File: config.mk
export PLATFORM = sky130hd
export DESIGN_NAME = mem_bus_arbiter_flat
export DESIGN_NICKNAME = d
export VERILOG_FILES = /design/src/rtl/mem_bus_arbiter_if.sv /design/src/rtl/mem_bus_arbiter.sv /design/src/flat_wrapper.sv
export SDC_FILE = /design/constraint.sdc
export NUM_CORES = 1
export LEC_CHECK = 0
export ABC_AREA = 1
export CAP_MARGIN = 20
export CORE_AREA = 2 2 115 117
export DETAILED_ROUTE_END_ITERATION = 7
export DIE_AREA = 0 0 117 119
export PLACE_DENSITY = 0.87
export SYNTH_ARGS = -nofsm -noshare
export SYNTH_HDL_FRONTEND = slang
export SYNTH_SLANG_ARGS = --single-unit
export TNS_END_PERCENT = 100
File: constraint.sdc
create_clock -name CLK -period 3.4 [get_ports CLK]
set_input_delay 0.51 -clock CLK [delete_from_list [all_inputs] [get_ports CLK]]
set_output_delay 0.51 -clock CLK [all_outputs]
set_load 0.02 [all_outputs]
File: src/rtl/mem_bus_arbiter_if.sv
// Bus bundle between the two bus masters (CPU, DMA), the arbiter and the shared slave bus.
// The arbiter connects through the slave modport; the master modport is the mirror view.
interface mem_bus_arbiter_if #(
  parameter int BITS         = 16,
  parameter int ADDRESS_BITS = 16,
  parameter int NUM_PERIPH   = 6
);
  logic                         CPU_REQ;
  logic [ADDRESS_BITS-1:0]      CPU_ADDRESS;
  logic [BITS-1:0]              CPU_DATA_IN;
  logic                         CPU_WRb;
  logic [BITS-1:0]              CPU_DATA_OUT;
  logic                         CPU_READY;
  logic                         CPU_ERR;

  logic                         DMA_REQ;
  logic [ADDRESS_BITS-1:0]      DMA_ADDRESS;
  logic [BITS-1:0]              DMA_DATA_IN;
  logic                         DMA_WRb;
  logic [BITS-1:0]              DMA_DATA_OUT;
  logic                         DMA_READY;
  logic                         DMA_ERR;

  logic [ADDRESS_BITS-1:0]      MEM_ADDRESS;
  logic [BITS-1:0]              MEM_DATA_OUT;
  logic                         MEM_WRb;
  logic                         ROM_SEL;
  logic                         OCM_SEL;
  logic                         HIRAM_SEL;
  logic [NUM_PERIPH-1:0]        PERIPH_SEL;
  logic [BITS-1:0]              ROM_DATA;
  logic [BITS-1:0]              OCM_DATA;
  logic [BITS-1:0]              HIRAM_DATA;
  logic [NUM_PERIPH*BITS-1:0]   PERIPH_DATA;

  modport slave (
    input  CPU_REQ, CPU_ADDRESS, CPU_DATA_IN, CPU_WRb,
    output CPU_DATA_OUT, CPU_READY, CPU_ERR,
    input  DMA_REQ, DMA_ADDRESS, DMA_DATA_IN, DMA_WRb,
    output DMA_DATA_OUT, DMA_READY, DMA_ERR,
    output MEM_ADDRESS, MEM_DATA_OUT, MEM_WRb,
    output ROM_SEL, OCM_SEL, HIRAM_SEL, PERIPH_SEL,
    input  ROM_DATA, OCM_DATA, HIRAM_DATA, PERIPH_DATA
  );

  modport master (
    output CPU_REQ, CPU_ADDRESS, CPU_DATA_IN, CPU_WRb,
    input  CPU_DATA_OUT, CPU_READY, CPU_ERR,
    output DMA_REQ, DMA_ADDRESS, DMA_DATA_IN, DMA_WRb,
    input  DMA_DATA_OUT, DMA_READY, DMA_ERR,
    input  MEM_ADDRESS, MEM_DATA_OUT, MEM_WRb,
    input  ROM_SEL, OCM_SEL, HIRAM_SEL, PERIPH_SEL,
    output ROM_DATA, OCM_DATA, HIRAM_DATA, PERIPH_DATA
  );
endinterface

File: src/rtl/mem_bus_arbiter.sv
// Two-master (CPU, DMA) round-robin arbiter with registered address decode, per-region
// wait states and a one-cycle READY/ERR completion pulse.
module mem_bus_arbiter #(
  parameter int BITS         = 16,
  parameter int ADDRESS_BITS = 16,
  parameter int NUM_PERIPH   = 6,
  parameter int ROM_WAIT     = 0,
  parameter int PERIPH_WAIT  = 1,
  parameter int OCM_WAIT     = 0,
  parameter int HIRAM_WAIT   = 0
) (
  input  logic             CLK,
  input  logic             RSTb,
  mem_bus_arbiter_if.slave bus
);

  typedef enum logic [1:0] {IDLE, ACCESS, DONE} state_t;
  typedef enum logic [2:0] {R_NONE, R_ROM, R_PERIPH, R_OCM, R_HIRAM} region_t;

  state_t                  state_reg, state_next;
  logic                    grant_dma_reg, grant_dma_next;
  logic                    last_dma_reg, last_dma_next;
  logic [ADDRESS_BITS-1:0] addr_reg, addr_next;
  logic [BITS-1:0]         wdata_reg, wdata_next;
  logic                    wrb_reg, wrb_next;
  region_t                 region_reg, region_next;
  logic [3:0]              slot_reg, slot_next;
  logic [3:0]              wait_reg, wait_next;
  logic [BITS-1:0]         cpu_dout_reg, cpu_dout_next;
  logic [BITS-1:0]         dma_dout_reg, dma_dout_next;

  logic                    pick_dma;
  logic [ADDRESS_BITS-1:0] req_addr;
  region_t                 req_region;
  logic [BITS-1:0]         rdata;
  logic [BITS-1:0]         periph_rdata;
  logic [BITS-1:0]         periph_masked [NUM_PERIPH];
  logic                    in_access;
  logic                    strobe_cycle;
  logic                    in_done;

  // The address map is defined on the low 16 address bits.
  function automatic region_t decode_region(input logic [15:0] a, input logic from_dma);
    region_t r;
    r = R_NONE;
    if (a[15])
      r = R_HIRAM;
    else if (a[15:14] == 2'b01)
      r = R_OCM;
    else if (a[15:12] == 4'h0)
      r = R_ROM;
    else if (a[15:12] == 4'h1 && {1'b0, a[11:8]} < 5'(NUM_PERIPH))
      r = R_PERIPH;
    // The DMA engine may only reach on-chip memory.
    if (from_dma && r != R_OCM)
      r = R_NONE;
    return r;
  endfunction

  function automatic logic [3:0] region_wait(input region_t r);
    logic [3:0] w;
    case (r)
      R_ROM:    w = 4'(ROM_WAIT);
      R_PERIPH: w = 4'(PERIPH_WAIT);
      R_OCM:    w = 4'(OCM_WAIT);
      R_HIRAM:  w = 4'(HIRAM_WAIT);
      default:  w = 4'd0;
    endcase
    return w;
  endfunction

  always_ff @(posedge CLK or negedge RSTb) begin
    if (!RSTb) begin
      state_reg     <= IDLE;
      grant_dma_reg <= 1'b0;
      last_dma_reg  <= 1'b1;
      addr_reg      <= '0;
      wdata_reg     <= '0;
      wrb_reg       <= 1'b1;
      region_reg    <= R_NONE;
      slot_reg      <= 4'd0;
      wait_reg      <= 4'd0;
      cpu_dout_reg  <= '0;
      dma_dout_reg  <= '0;
    end else begin
      state_reg     <= state_next;
      grant_dma_reg <= grant_dma_next;
      last_dma_reg  <= last_dma_next;
      addr_reg      <= addr_next;
      wdata_reg     <= wdata_next;
      wrb_reg       <= wrb_next;
      region_reg    <= region_next;
      slot_reg      <= slot_next;
      wait_reg      <= wait_next;
      cpu_dout_reg  <= cpu_dout_next;
      dma_dout_reg  <= dma_dout_next;
    end
  end

  // DMA wins only when it is alone or the CPU had the previous grant.
  always_comb begin
    pick_dma   = bus.DMA_REQ && (!bus.CPU_REQ || !last_dma_reg);
    req_addr   = pick_dma ? bus.DMA_ADDRESS : bus.CPU_ADDRESS;
    req_region = decode_region(req_addr[15:0], pick_dma);
  end

  always_comb begin
    state_next     = state_reg;
    grant_dma_next = grant_dma_reg;
    last_dma_next  = last_dma_reg;
    addr_next      = addr_reg;
    wdata_next     = wdata_reg;
    wrb_next       = wrb_reg;
    region_next    = region_reg;
    slot_next      = slot_reg;
    wait_next      = wait_reg;
    cpu_dout_next  = cpu_dout_reg;
    dma_dout_next  = dma_dout_reg;
    case (state_reg)
      IDLE: begin
        if (bus.CPU_REQ || bus.DMA_REQ) begin
          grant_dma_next = pick_dma;
          last_dma_next  = pick_dma;
          addr_next      = req_addr;
          wdata_next     = pick_dma ? bus.DMA_DATA_IN : bus.CPU_DATA_IN;
          wrb_next       = pick_dma ? bus.DMA_WRb : bus.CPU_WRb;
          region_next    = req_region;
          slot_next      = req_addr[11:8];
          wait_next      = region_wait(req_region);
          state_next     = ACCESS;
        end
      end
      ACCESS: begin
        if (wait_reg != 4'd0) begin
          wait_next = wait_reg - 4'd1;
        end else begin
          state_next = DONE;
          if (wrb_reg) begin
            if (grant_dma_reg)
              dma_dout_next = rdata;
            else
              cpu_dout_next = rdata;
          end
        end
      end
      DONE:    state_next = IDLE;
      default: state_next = IDLE;
    endcase
  end

  genvar gi;
  generate
    for (gi = 0; gi < NUM_PERIPH; gi++) begin : g_periph
      assign periph_masked[gi]  = (slot_reg == 4'(gi)) ? bus.PERIPH_DATA[gi*BITS +: BITS] : '0;
      assign bus.PERIPH_SEL[gi] = in_access && (region_reg == R_PERIPH) && (slot_reg == 4'(gi));
    end
  endgenerate

  always_comb begin
    periph_rdata = '0;
    for (int i = 0; i < NUM_PERIPH; i++)
      periph_rdata = periph_rdata | periph_masked[i];
  end

  always_comb begin
    case (region_reg)
      R_ROM:    rdata = bus.ROM_DATA;
      R_PERIPH: rdata = periph_rdata;
      R_OCM:    rdata = bus.OCM_DATA;
      R_HIRAM:  rdata = bus.HIRAM_DATA;
      default:  rdata = '0;
    endcase
  end

  assign in_access    = (state_reg == ACCESS);
  assign in_done      = (state_reg == DONE);
  assign strobe_cycle = in_access && (wait_reg == 4'd0);

  assign bus.ROM_SEL      = in_access && (region_reg == R_ROM);
  assign bus.OCM_SEL      = in_access && (region_reg == R_OCM);
  assign bus.HIRAM_SEL    = in_access && (region_reg == R_HIRAM);
  assign bus.MEM_WRb      = !(strobe_cycle && !wrb_reg && (region_reg != R_NONE));
  assign bus.MEM_ADDRESS  = addr_reg;
  assign bus.MEM_DATA_OUT = wdata_reg;

  assign bus.CPU_READY    = in_done && !grant_dma_reg;
  assign bus.CPU_ERR      = in_done && !grant_dma_reg && (region_reg == R_NONE);
  assign bus.DMA_READY    = in_done && grant_dma_reg;
  assign bus.DMA_ERR      = in_done && grant_dma_reg && (region_reg == R_NONE);
  assign bus.CPU_DATA_OUT = cpu_dout_reg;
  assign bus.DMA_DATA_OUT = dma_dout_reg;

endmodule

File: src/flat_wrapper.sv
// flat-port wrapper written by rule: the top's interface ports become plain ports
module mem_bus_arbiter_flat 
#(
  parameter int BITS         = 16,
  parameter int ADDRESS_BITS = 16,
  parameter int NUM_PERIPH   = 6,
  parameter int ROM_WAIT     = 0,
  parameter int PERIPH_WAIT  = 1,
  parameter int OCM_WAIT     = 0,
  parameter int HIRAM_WAIT   = 0
)
  (CLK, RSTb, bus_CPU_REQ, bus_CPU_ADDRESS, bus_CPU_DATA_IN, bus_CPU_WRb, bus_CPU_DATA_OUT, bus_CPU_READY, bus_CPU_ERR, bus_DMA_REQ, bus_DMA_ADDRESS, bus_DMA_DATA_IN, bus_DMA_WRb, bus_DMA_DATA_OUT, bus_DMA_READY, bus_DMA_ERR, bus_MEM_ADDRESS, bus_MEM_DATA_OUT, bus_MEM_WRb, bus_ROM_SEL, bus_OCM_SEL, bus_HIRAM_SEL, bus_PERIPH_SEL, bus_ROM_DATA, bus_OCM_DATA, bus_HIRAM_DATA, bus_PERIPH_DATA);
  mem_bus_arbiter_if #(.BITS(BITS), .ADDRESS_BITS(ADDRESS_BITS), .NUM_PERIPH(NUM_PERIPH)) bus_i ();
  input  logic CLK;
  input  logic RSTb;
  input wire logic [$bits(bus_i.CPU_REQ)-1:0] bus_CPU_REQ;
  input wire logic [$bits(bus_i.CPU_ADDRESS)-1:0] bus_CPU_ADDRESS;
  input wire logic [$bits(bus_i.CPU_DATA_IN)-1:0] bus_CPU_DATA_IN;
  input wire logic [$bits(bus_i.CPU_WRb)-1:0] bus_CPU_WRb;
  output wire logic [$bits(bus_i.CPU_DATA_OUT)-1:0] bus_CPU_DATA_OUT;
  output wire logic [$bits(bus_i.CPU_READY)-1:0] bus_CPU_READY;
  output wire logic [$bits(bus_i.CPU_ERR)-1:0] bus_CPU_ERR;
  input wire logic [$bits(bus_i.DMA_REQ)-1:0] bus_DMA_REQ;
  input wire logic [$bits(bus_i.DMA_ADDRESS)-1:0] bus_DMA_ADDRESS;
  input wire logic [$bits(bus_i.DMA_DATA_IN)-1:0] bus_DMA_DATA_IN;
  input wire logic [$bits(bus_i.DMA_WRb)-1:0] bus_DMA_WRb;
  output wire logic [$bits(bus_i.DMA_DATA_OUT)-1:0] bus_DMA_DATA_OUT;
  output wire logic [$bits(bus_i.DMA_READY)-1:0] bus_DMA_READY;
  output wire logic [$bits(bus_i.DMA_ERR)-1:0] bus_DMA_ERR;
  output wire logic [$bits(bus_i.MEM_ADDRESS)-1:0] bus_MEM_ADDRESS;
  output wire logic [$bits(bus_i.MEM_DATA_OUT)-1:0] bus_MEM_DATA_OUT;
  output wire logic [$bits(bus_i.MEM_WRb)-1:0] bus_MEM_WRb;
  output wire logic [$bits(bus_i.ROM_SEL)-1:0] bus_ROM_SEL;
  output wire logic [$bits(bus_i.OCM_SEL)-1:0] bus_OCM_SEL;
  output wire logic [$bits(bus_i.HIRAM_SEL)-1:0] bus_HIRAM_SEL;
  output wire logic [$bits(bus_i.PERIPH_SEL)-1:0] bus_PERIPH_SEL;
  input wire logic [$bits(bus_i.ROM_DATA)-1:0] bus_ROM_DATA;
  input wire logic [$bits(bus_i.OCM_DATA)-1:0] bus_OCM_DATA;
  input wire logic [$bits(bus_i.HIRAM_DATA)-1:0] bus_HIRAM_DATA;
  input wire logic [$bits(bus_i.PERIPH_DATA)-1:0] bus_PERIPH_DATA;
  assign bus_i.CPU_REQ = bus_CPU_REQ;
  assign bus_i.CPU_ADDRESS = bus_CPU_ADDRESS;
  assign bus_i.CPU_DATA_IN = bus_CPU_DATA_IN;
  assign bus_i.CPU_WRb = bus_CPU_WRb;
  assign bus_CPU_DATA_OUT = bus_i.CPU_DATA_OUT;
  assign bus_CPU_READY = bus_i.CPU_READY;
  assign bus_CPU_ERR = bus_i.CPU_ERR;
  assign bus_i.DMA_REQ = bus_DMA_REQ;
  assign bus_i.DMA_ADDRESS = bus_DMA_ADDRESS;
  assign bus_i.DMA_DATA_IN = bus_DMA_DATA_IN;
  assign bus_i.DMA_WRb = bus_DMA_WRb;
  assign bus_DMA_DATA_OUT = bus_i.DMA_DATA_OUT;
  assign bus_DMA_READY = bus_i.DMA_READY;
  assign bus_DMA_ERR = bus_i.DMA_ERR;
  assign bus_MEM_ADDRESS = bus_i.MEM_ADDRESS;
  assign bus_MEM_DATA_OUT = bus_i.MEM_DATA_OUT;
  assign bus_MEM_WRb = bus_i.MEM_WRb;
  assign bus_ROM_SEL = bus_i.ROM_SEL;
  assign bus_OCM_SEL = bus_i.OCM_SEL;
  assign bus_HIRAM_SEL = bus_i.HIRAM_SEL;
  assign bus_PERIPH_SEL = bus_i.PERIPH_SEL;
  assign bus_i.ROM_DATA = bus_ROM_DATA;
  assign bus_i.OCM_DATA = bus_OCM_DATA;
  assign bus_i.HIRAM_DATA = bus_HIRAM_DATA;
  assign bus_i.PERIPH_DATA = bus_PERIPH_DATA;
  mem_bus_arbiter #(.BITS(BITS), .ADDRESS_BITS(ADDRESS_BITS), .NUM_PERIPH(NUM_PERIPH), .ROM_WAIT(ROM_WAIT), .PERIPH_WAIT(PERIPH_WAIT), .OCM_WAIT(OCM_WAIT), .HIRAM_WAIT(HIRAM_WAIT)) u_core (.CLK(CLK), .RSTb(RSTb), .bus(bus_i));
endmodule
## Word-level counts from Yosys, hierarchy flattened

Index checks and enable logic that the tools add are counted.

- Memories: 0
- Flip-flop bits (word level): 80
- RAM bits: 0
- Bits in latches: 0
- Logic and storage cells: 100
- Bits in read-only memories: 0

- Add/subtract/negate cells: 1
- Multipliers: 0
- $lt $le $gt $ge: 1
- Shift operators: 0
- Equal/unequal tests: 18
- Reductions and logical operators: 40
- Div/mod/pow operators: 0
- Muxes and demuxes: 22
- Bitwise operators: 7

Operators with widths:

| operator | number |
|---|---|
| 2-to-1 mux 16 bit | 8 |
| OR 16 bit | 5 |
| one-hot mux 16 bit (4 select lines) | 1 |
| logical AND 1 bit | 20 |
| zero test 4 bit | 3 |
| 2-to-1 mux 3 bit | 4 |
| == test 3 x 2 -> 1 bit, second input constant | 3 |
| == test 4 x 1 -> 1 bit, second input constant | 2 |
| == test 4 x 2 -> 1 bit, second input constant | 2 |
| == test 4 x 3 -> 1 bit, second input constant | 2 |
| 2-to-1 mux 4 bit | 2 |
| one-hot mux 4 bit (2 select lines) | 1 |
| AND reduction 4 bit | 2 |
| 2-to-1 mux 2 bit | 3 |
| zero test 1 bit | 5 |
| == test 2 x 1 -> 1 bit, second input constant | 2 |
| < comparator 4 x 3 -> 1 bit, second input constant | 1 |
| != test 2 bit, second input constant | 2 |
| one-hot mux 2 bit (2 select lines) | 1 |
| AND reduction 2 bit | 2 |
| nonzero test 4 bit | 1 |
| subtractor 4 x 1 -> 4 bit, second input constant | 1 |
| == test 3 x 1 -> 1 bit, second input constant | 1 |
| == test 3 bit, second input constant | 1 |
| 11 further kinds | 14 |

## Longest topological paths before layout

Gate-level depths: netlist of the first run.

- Word-level depth: 17
- Gate-level depth with buffers: 10

## Worst setup path before layout of the first run

Ideal clock, no wire load.

- Path type: register to output
- Start point: reg u_core.region_reg[2]
- End point: out bus_PERIPH_SEL[3]
- Slack: 1.218 ns
- Data arrival time: 1.672 ns
- Stages on the path, launching flop included: 4
- Cell sequence: dfrtp_1 -> nor3_1 -> nand2_1 -> nor4_1

- Word-level cells in the longest chain between the ends: 3

Ends and longest elaborated chain:

| element | line | source |
|---|---|---|
| from (decl) | mem_bus_arbiter.sv:26 | `region_t region_reg, region_next;` |
| from (signal assigned) | mem_bus_arbiter.sv:92 | `region_reg <= region_next;` |
| == test 3 x 2 -> 1 bit | mem_bus_arbiter.sv:155 | `assign bus.PERIPH_SEL[gi] = in_access && (region_reg == R_PERIPH) && (slot_reg == 4'(gi));` |
| logical AND 1 bit (2 in series) | mem_bus_arbiter.sv:155 |  |
| to (decl) | flat_wrapper.sv:36 | `output wire logic [$bits(bus_i.PERIPH_SEL)-1:0] bus_PERIPH_SEL;` |

Every way passes these cells.

==> results of run 1 <==
[cell usage after synthesis]
cell | instances | area [sq um]
inv_4 | 4 | 25.0
buf_1 | 2 | 7.51
o22ai_1 | 18 | 113
o21ai_1 | 23 | 115
o21ai_0 | 71 | 355
dfstp_2 | 2 | 52.6
nand2_1 | 178 | 668
clkbuf_2 | 1 | 5.00
o31ai_1 | 1 | 7.51
nor2_2 | 2 | 12.5
nand3b_1 | 2 | 15.0
nor3_1 | 5 | 25.0
nand3_4 | 1 | 17.5
inv_1 | 68 | 255
ha_1 | 2 | 25.0
nor2_8 | 1 | 20.0
nor2_4 | 1 | 11.3
nand4_1 | 16 | 100
dfrtp_1 | 74 | 1850
clkbuf_1 | 26 | 97.6
nor2_1 | 46 | 173
buf_6 | 4 | 45.0
buf_2 | 5 | 25.0
nand3_1 | 94 | 470
a21oi_1 | 20 | 100
a31oi_1 | 1 | 6.26
nor3_4 | 2 | 32.5
inv_2 | 3 | 11.3
nor4_1 | 3 | 18.8
[layout make-up]
cell class                 count  area (sq um)
clock inverter                 7          65.1
clock buffer                   9           225
tap                          176           220
fill                        1153          4860
multi-input combinational    487          2300
antenna                        3          7.51
sequential                    76          1900
inverter                      75           292
timing repair buffer         303          3000
[stage by stage]
step / instance area (sq um) / total power, W / utilization, %
after CTS: 8010 / 0.00626 / 62.2
after global placement: 7720 / 0.00523 / 60.0
after floorplan: 4660 / 0.00367 / -
after detailed placement: 7720 / 0.00529 / 60.0
after global routing: 8020 / 0.00666 / 62.3
final: 8020 / 0.00623 / 62.3
[final timing paths]
| path | end | slack (ns) | depth (start not counted) |
|---|---|---|---|
| worst min register to register | u_core.bus.MEM_ADDRESS[0] | 0.48 | 2 |
| max in group asynchronous | u_core.region_reg[1] | 2.43 | 1 |
| min in group CLK | u_core.bus.MEM_ADDRESS[0] | 0.48 | 2 |
| worst min-delay path | u_core.bus.DMA_DATA_OUT[6] | 0.30 | 1 |
| worst max-delay path | bus_PERIPH_SEL[0] | 0.68 | 5 |
| worst max register to register | u_core.bus.DMA_DATA_OUT[3] | 1.32 | 9 |
[kinds of logic (layout without fill, tap and decap cells)]
logic type / after synthesis / count (layout) / synth area share (%)
buffers and inverters: 113 / 394 / 10.1
AND/OR/NAND/NOR: 351 / 351 / 33.5
flip-flops: 76 / 76 / 40.8
other: 0 / 3 / 0
adder cells (fa/ha/maj): 2 / 2 / 0.537
AO/OA/AOI/OAI: 134 / 134 / 14.9
[power groups by stage]
stage,combinational [W],clock [W],sequential (W)
3_5_place_dp,0.00362,0,0.00167
4_1_cts,0.00363,0.000962,0.00166
5_1_grt,0.00394,0.00100,0.00171
2_1_floorplan,0.00159,0,0.00208
6_report,0.00361,0.000951,0.00167
3_3_place_gp,0.00357,0,0.00165
[per-layer routing]
metal,vias to the layer above,wire [microns]
li1,2786,-
met5,-,0
met1,2610,7210
met4,0,784
met3,53,1750
met2,305,9100
[worst max-delay path, stage by stage (launching register included)]
cell	delay (ns)
dfrtp_1	0.46
nor2_4	0.14
buf_4	0.42
nand2_1	0.10
nor2_1	0.13
clkdlybuf4s50_1	0.61
==> impl_metrics.toml, run 1 <==
[detailed_routing]
drt-initial-drc-count = 567
firstDrtPassIters = 5
routed_wl_mm = 18.8
via_per_inst = 5.07
final_antenna_net_count = 0
wl_per_cell_microns = 16.6
vias = 5754
drc_errors = 0

[synthesis]
netlist_area_sq_mm = 0.00466
yosys_warnings = 0
yosys.cell_types.count = 29
avgSynthCellArea_sq_um = 6.90
synthCells = 676
yosys_register_bits = 76
yosysSeqAreaShare_pct = 40.8
syn-num-nets = 892

[floorplanning]
die_h_microns = 119
rows = 42
fp.dieW_microns = 117
dieArea_sq_mm = 0.0139
core-area_sq_mm = 0.0129
boundaryPins = 292
initial_core_util_pct = 36.2

[layout]
layout_commonest_cell = "clkdlybuf4s50_1"
area_growth_pct = 72.0
final_nets = 1168
layout_common_cells = "clkdlybuf4s50_1 (290), nand2_1 (178), nand3_1 (94)"
fin_cells = 1136
drive_gt1_share_pct = 5.12

[flow_run]
drv_cap = 0

[power]
comb_power_share_pct = 58.0
ir_worst_vdd_uv = 445
switching_power_w = 0.00287
swShare_pct = 46.2
p_int_w = 0.00335
p_seq_share_pct = 26.8
power.share.clock_pct = 15.3
p_leak_nw = 3.60
powerDensity_mw_per_mm2 = 776

[setup_path]
crit_type = "reg -> out"
cp-startpoint = "u_core.bus.MEM_ADDRESS[11]"
cp_max_fo = 50
cp_data_arrival_time_ns = 2.21
required_ns = 2.89
cp-start-kind = "flop"
endpoint_kind = "output port"
r2r_start = "u_core.wait_reg[0]"

[sta]
fin_worst_skew_ns = 0.0173
worst_slew_pin_slew_ns = 0.974
rsz0062_at_grt = "false"
drv_slew = 0
fmax_mhz = 368
finalCritPeriodShare_pct = 80.0
finalSetupViolations = 0
slew_headroom_pct = 35.1
setup_ws_ns = 0.682
hold-worst-slack_ns = 0.302
hold_violations = 0
tns_ns = 0
period_needed_ns = 2.72

[placement]
placed_cells = 1117
io_buffers = 291
gp_congestion = 0.996
dp_slack_ns = 1.06
dp_hpwl_mm = 14.5

[grt]
antenna_found_initial = 3
grt_max_degree = 77
grtUsageMet2_pct = 44.7
grt_busiest_layer = "met2"
global_route.usage.total_pct = 26.5
first_global_vias = 5509
use_met1_pct = 30.9
use_met3_pct = 6.67
grt_overflow_total = 0
grt_pass1_wl_mm = 28.4

[clock_tree]
clk_latency_ns = 0.34
cts_max_level = 3
cts_setup_buffers = 0
path_clk_slew_ns = 0.08
cts_repair_resize_count = 0
cts_buffers = 9
cts_buffer_depth = 2
clkSinkCount = 76
ctsRootBufferMaster = "clkbuf_16"
cts_hold_buf = 0
cts_tree = "done"

[outcome]
run_status = "complete, no violations"

[worst_hold_path]
hold_path.class = "in -> async"
(Power assumes the default switching activity.)
==> run 2: changes to the inputs <==
--- a/config.mk
+++ b/config.mk
@@ -7,10 +7,9 @@
 export LEC_CHECK = 0
 export ABC_AREA = 1
 export CAP_MARGIN = 20
-export CORE_AREA = 2 2 115 117
+export CORE_UTILIZATION = 34
 export DETAILED_ROUTE_END_ITERATION = 7
-export DIE_AREA = 0 0 117 119
-export PLACE_DENSITY = 0.87
+export PLACE_DENSITY = 0.84
 export SYNTH_ARGS = -nofsm -noshare
 export SYNTH_HDL_FRONTEND = slang
 export SYNTH_SLANG_ARGS = --single-unit
==> constraint.sdc (replaced) <==
create_clock -name CLK -period 2.5 [get_ports CLK]
set_input_delay 0.375 -clock CLK [delete_from_list [all_inputs] [get_ports CLK]]
set_output_delay 0.375 -clock CLK [all_outputs]
set_load 0.02 [all_outputs]
==> run 2 against run 1 <==
  * Sequential cell count did not move
  * Non-clock buffer count rose by 8
  * Final area rose by 0.87%
  * Global-route usage fell by 0.093 points
  * Die area rose by 1.9%
  * Worst setup slack got worse by 0.59 ns
  * Register-to-register slack got worse by 0.71 ns
  * Critical endpoint is now bus_PERIPH_SEL[5]
  * Largest power group unchanged
  * Highest routed layer unchanged
==> impl_metrics.toml, run 2 (same netlist as run 1, synthesis figures left out) <==
[power]
power.share.clock_pct = 14.7
p_leak_nw = 3.68
p_seq_share_pct = 26.5
switching_power_w = 0.00390
ir_worst_vdd_uv = 567
comb_power_share_pct = 58.8
powerDensity_mw_per_mm2 = 1050
p_int_w = 0.00460
swShare_pct = 45.9

[setup_path]
cp_max_fo = 8
endpoint_kind = "output port"
cp_data_arrival_time_ns = 2.03
required_ns = 2.12
r2r_setup_slack_ns = 0.61
cp-start-kind = "flop"
r2r_start = "u_core.slot_reg[2]"
cpPeakStageDelay_ns = 0.63
worstReg2RegEnd = "u_core.bus.DMA_DATA_OUT[3]"
crit_slowest_cell = "clkdlybuf4s50_1"
path_cells = "inv_1 -> nor2_2 -> nand2_1 -> nor2_1 -> clkdlybuf4s50_1"
rr_worst_depth = 9
crit_type = "reg -> out"

[clock_tree]
clk_latency_ns = 0.34
ctsRootBufferMaster = "clkbuf_16"
cts_setup_buffers = 0
clkSinkCount = 76
cts_buffer_depth = 2
cts_hold_buf = 0
path_clk_slew_ns = 0.07
cts_tree = "done"
cts_buffers = 9
cts_max_level = 3

[sta]
drv_slew = 0
fin_worst_skew_ns = 0.00927
finalSetupViolations = 0
worst_slew_pin_slew_ns = 0.644
tns_ns = 0
hold_violations = 0
rsz0062_at_grt = "false"
finalCritPeriodShare_pct = 96.3
period_needed_ns = 2.41
fmax_mhz = 415
slew_headroom_pct = 57.1

[floorplanning]
boundaryPins = 292
rows = 42
dieArea_sq_mm = 0.0142
initial_core_util_pct = 35.1
core-area_sq_mm = 0.0133
die_h_microns = 119
fp.dieW_microns = 119

[layout]
area_growth_pct = 73.5
final_nets = 1176
num-fill-cells = 1212
fin_cells = 1143
drive_gt1_share_pct = 5.91
final_cell_area_sq_mm = 0.00809
layout_common_cells = "clkdlybuf4s50_1 (288), nand2_1 (178), nand3_1 (94)"
layout_commonest_cell = "clkdlybuf4s50_1"

[worst_hold_path]
hold_path.class = "in -> async"

[flow_run]
drv_cap = 0

[detailed_routing]
via_per_inst = 5.01
drc_errors = 0
firstDrtPassIters = 4
routed_wl_mm = 18.6
drt-initial-drc-count = 458
vias = 5724
final_antenna_net_count = 0
wl_per_cell_microns = 16.3

[grt]
first_global_vias = 5551
grt_pass1_wl_mm = 28.7
grt_overflow_total = 0
global_route.usage.total_pct = 26.4
antenna_found_initial = 2
grt_max_degree = 50

[placement]
gp_congestion = 0.924
placed_area_sq_mm = 0.00779
placed_cells = 1125
io_buffers = 291
dp_hpwl_mm = 14.7

[outcome]
run_status = "complete, no violations"
## run 2: cell count changes in the layout (fill, tap and decap cells not counted), sizes merged
cell	previous run	this run
buf	13	21
clkinv	1	2
diode	3	2
inv	80	79
clkdlybuf4s50	290	288
dlymetal6s2s	0	2
## run 2: stage by stage
step	hold WS (ns)	util (%)	setup slack, ns	power, W
after detailed placement	0.440	58.6	0.218	0.00725
after global placement	0.434	58.6	0.306	0.00715
final	0.0515	60.8	0.0913	0.00850
after CTS	0.0697	60.7	0.0314	0.00853
after floorplan	0.0794	-	0.453	0.00499
after global routing	0.103	60.8	0.0119	0.00907
## run 2: cell type report
cell class / count / area (sq um) / area share, %
antenna: 2 / 5.00 / 0.0619
clock buffer: 9 / 225 / 2.78
timing repair buffer: 311 / 3080 / 38.1
multi-input combinational: 487 / 2300 / 28.5
clock inverter: 7 / 56.3 / 0.696
inverter: 75 / 292 / 3.60
tap: 176 / 220 / 2.72
sequential: 76 / 1900 / 23.5
## run 2: metal layers
metal	GRT usage [%]	vias to the layer above	part of all wire, %
met5	0	-	0
li1	-	2812	-
met1	29.6	2592	39
met4	13.3	0	4.1
met2	46.5	277	49
met3	5.99	43	7.9
## run 2: how the worst max path moves through the flow
stage | slack [ns] | to | start | depth (start not counted)
floorplan | 0.45 | bus_PERIPH_SEL[3] | u_core.region_reg[2] | 3
global placement | 0.31 | u_core.wait_reg[0] | bus_CPU_REQ | 10
detailed placement | 0.22 | u_core.wait_reg[0] | bus_CPU_REQ | 10
CTS | 0.03 | bus_PERIPH_SEL[3] | u_core.state_reg[0] | 5
global route | 0.01 | bus_PERIPH_SEL[4] | u_core.slot_reg[2] | 5
finish | 0.09 | bus_PERIPH_SEL[5] | u_core.slot_reg[2] | 5
## run 2: repair_timing
item,CTS,global route
hold endpoints to repair,0,0
resized for setup,0,3
setup endpoints to repair,0,4
## run 2: worst max-delay path, delay by kind of cell (launching register included)
family	cells	cell delay [ns]
buffers and inverters	2	0.73
and+or+nand+nor	3	0.52
DFF	1	0.45
## run 2: power groups by stage
stage               clock network (W)  registers [W]  logic (W)
CTS                           0.00127        0.00225    0.00501
global placement                    0        0.00225    0.00490
global route                  0.00131        0.00233    0.00544
finish                        0.00125        0.00225    0.00500
detailed placement                  0        0.00226    0.00499
floorplan                           0        0.00283    0.00216
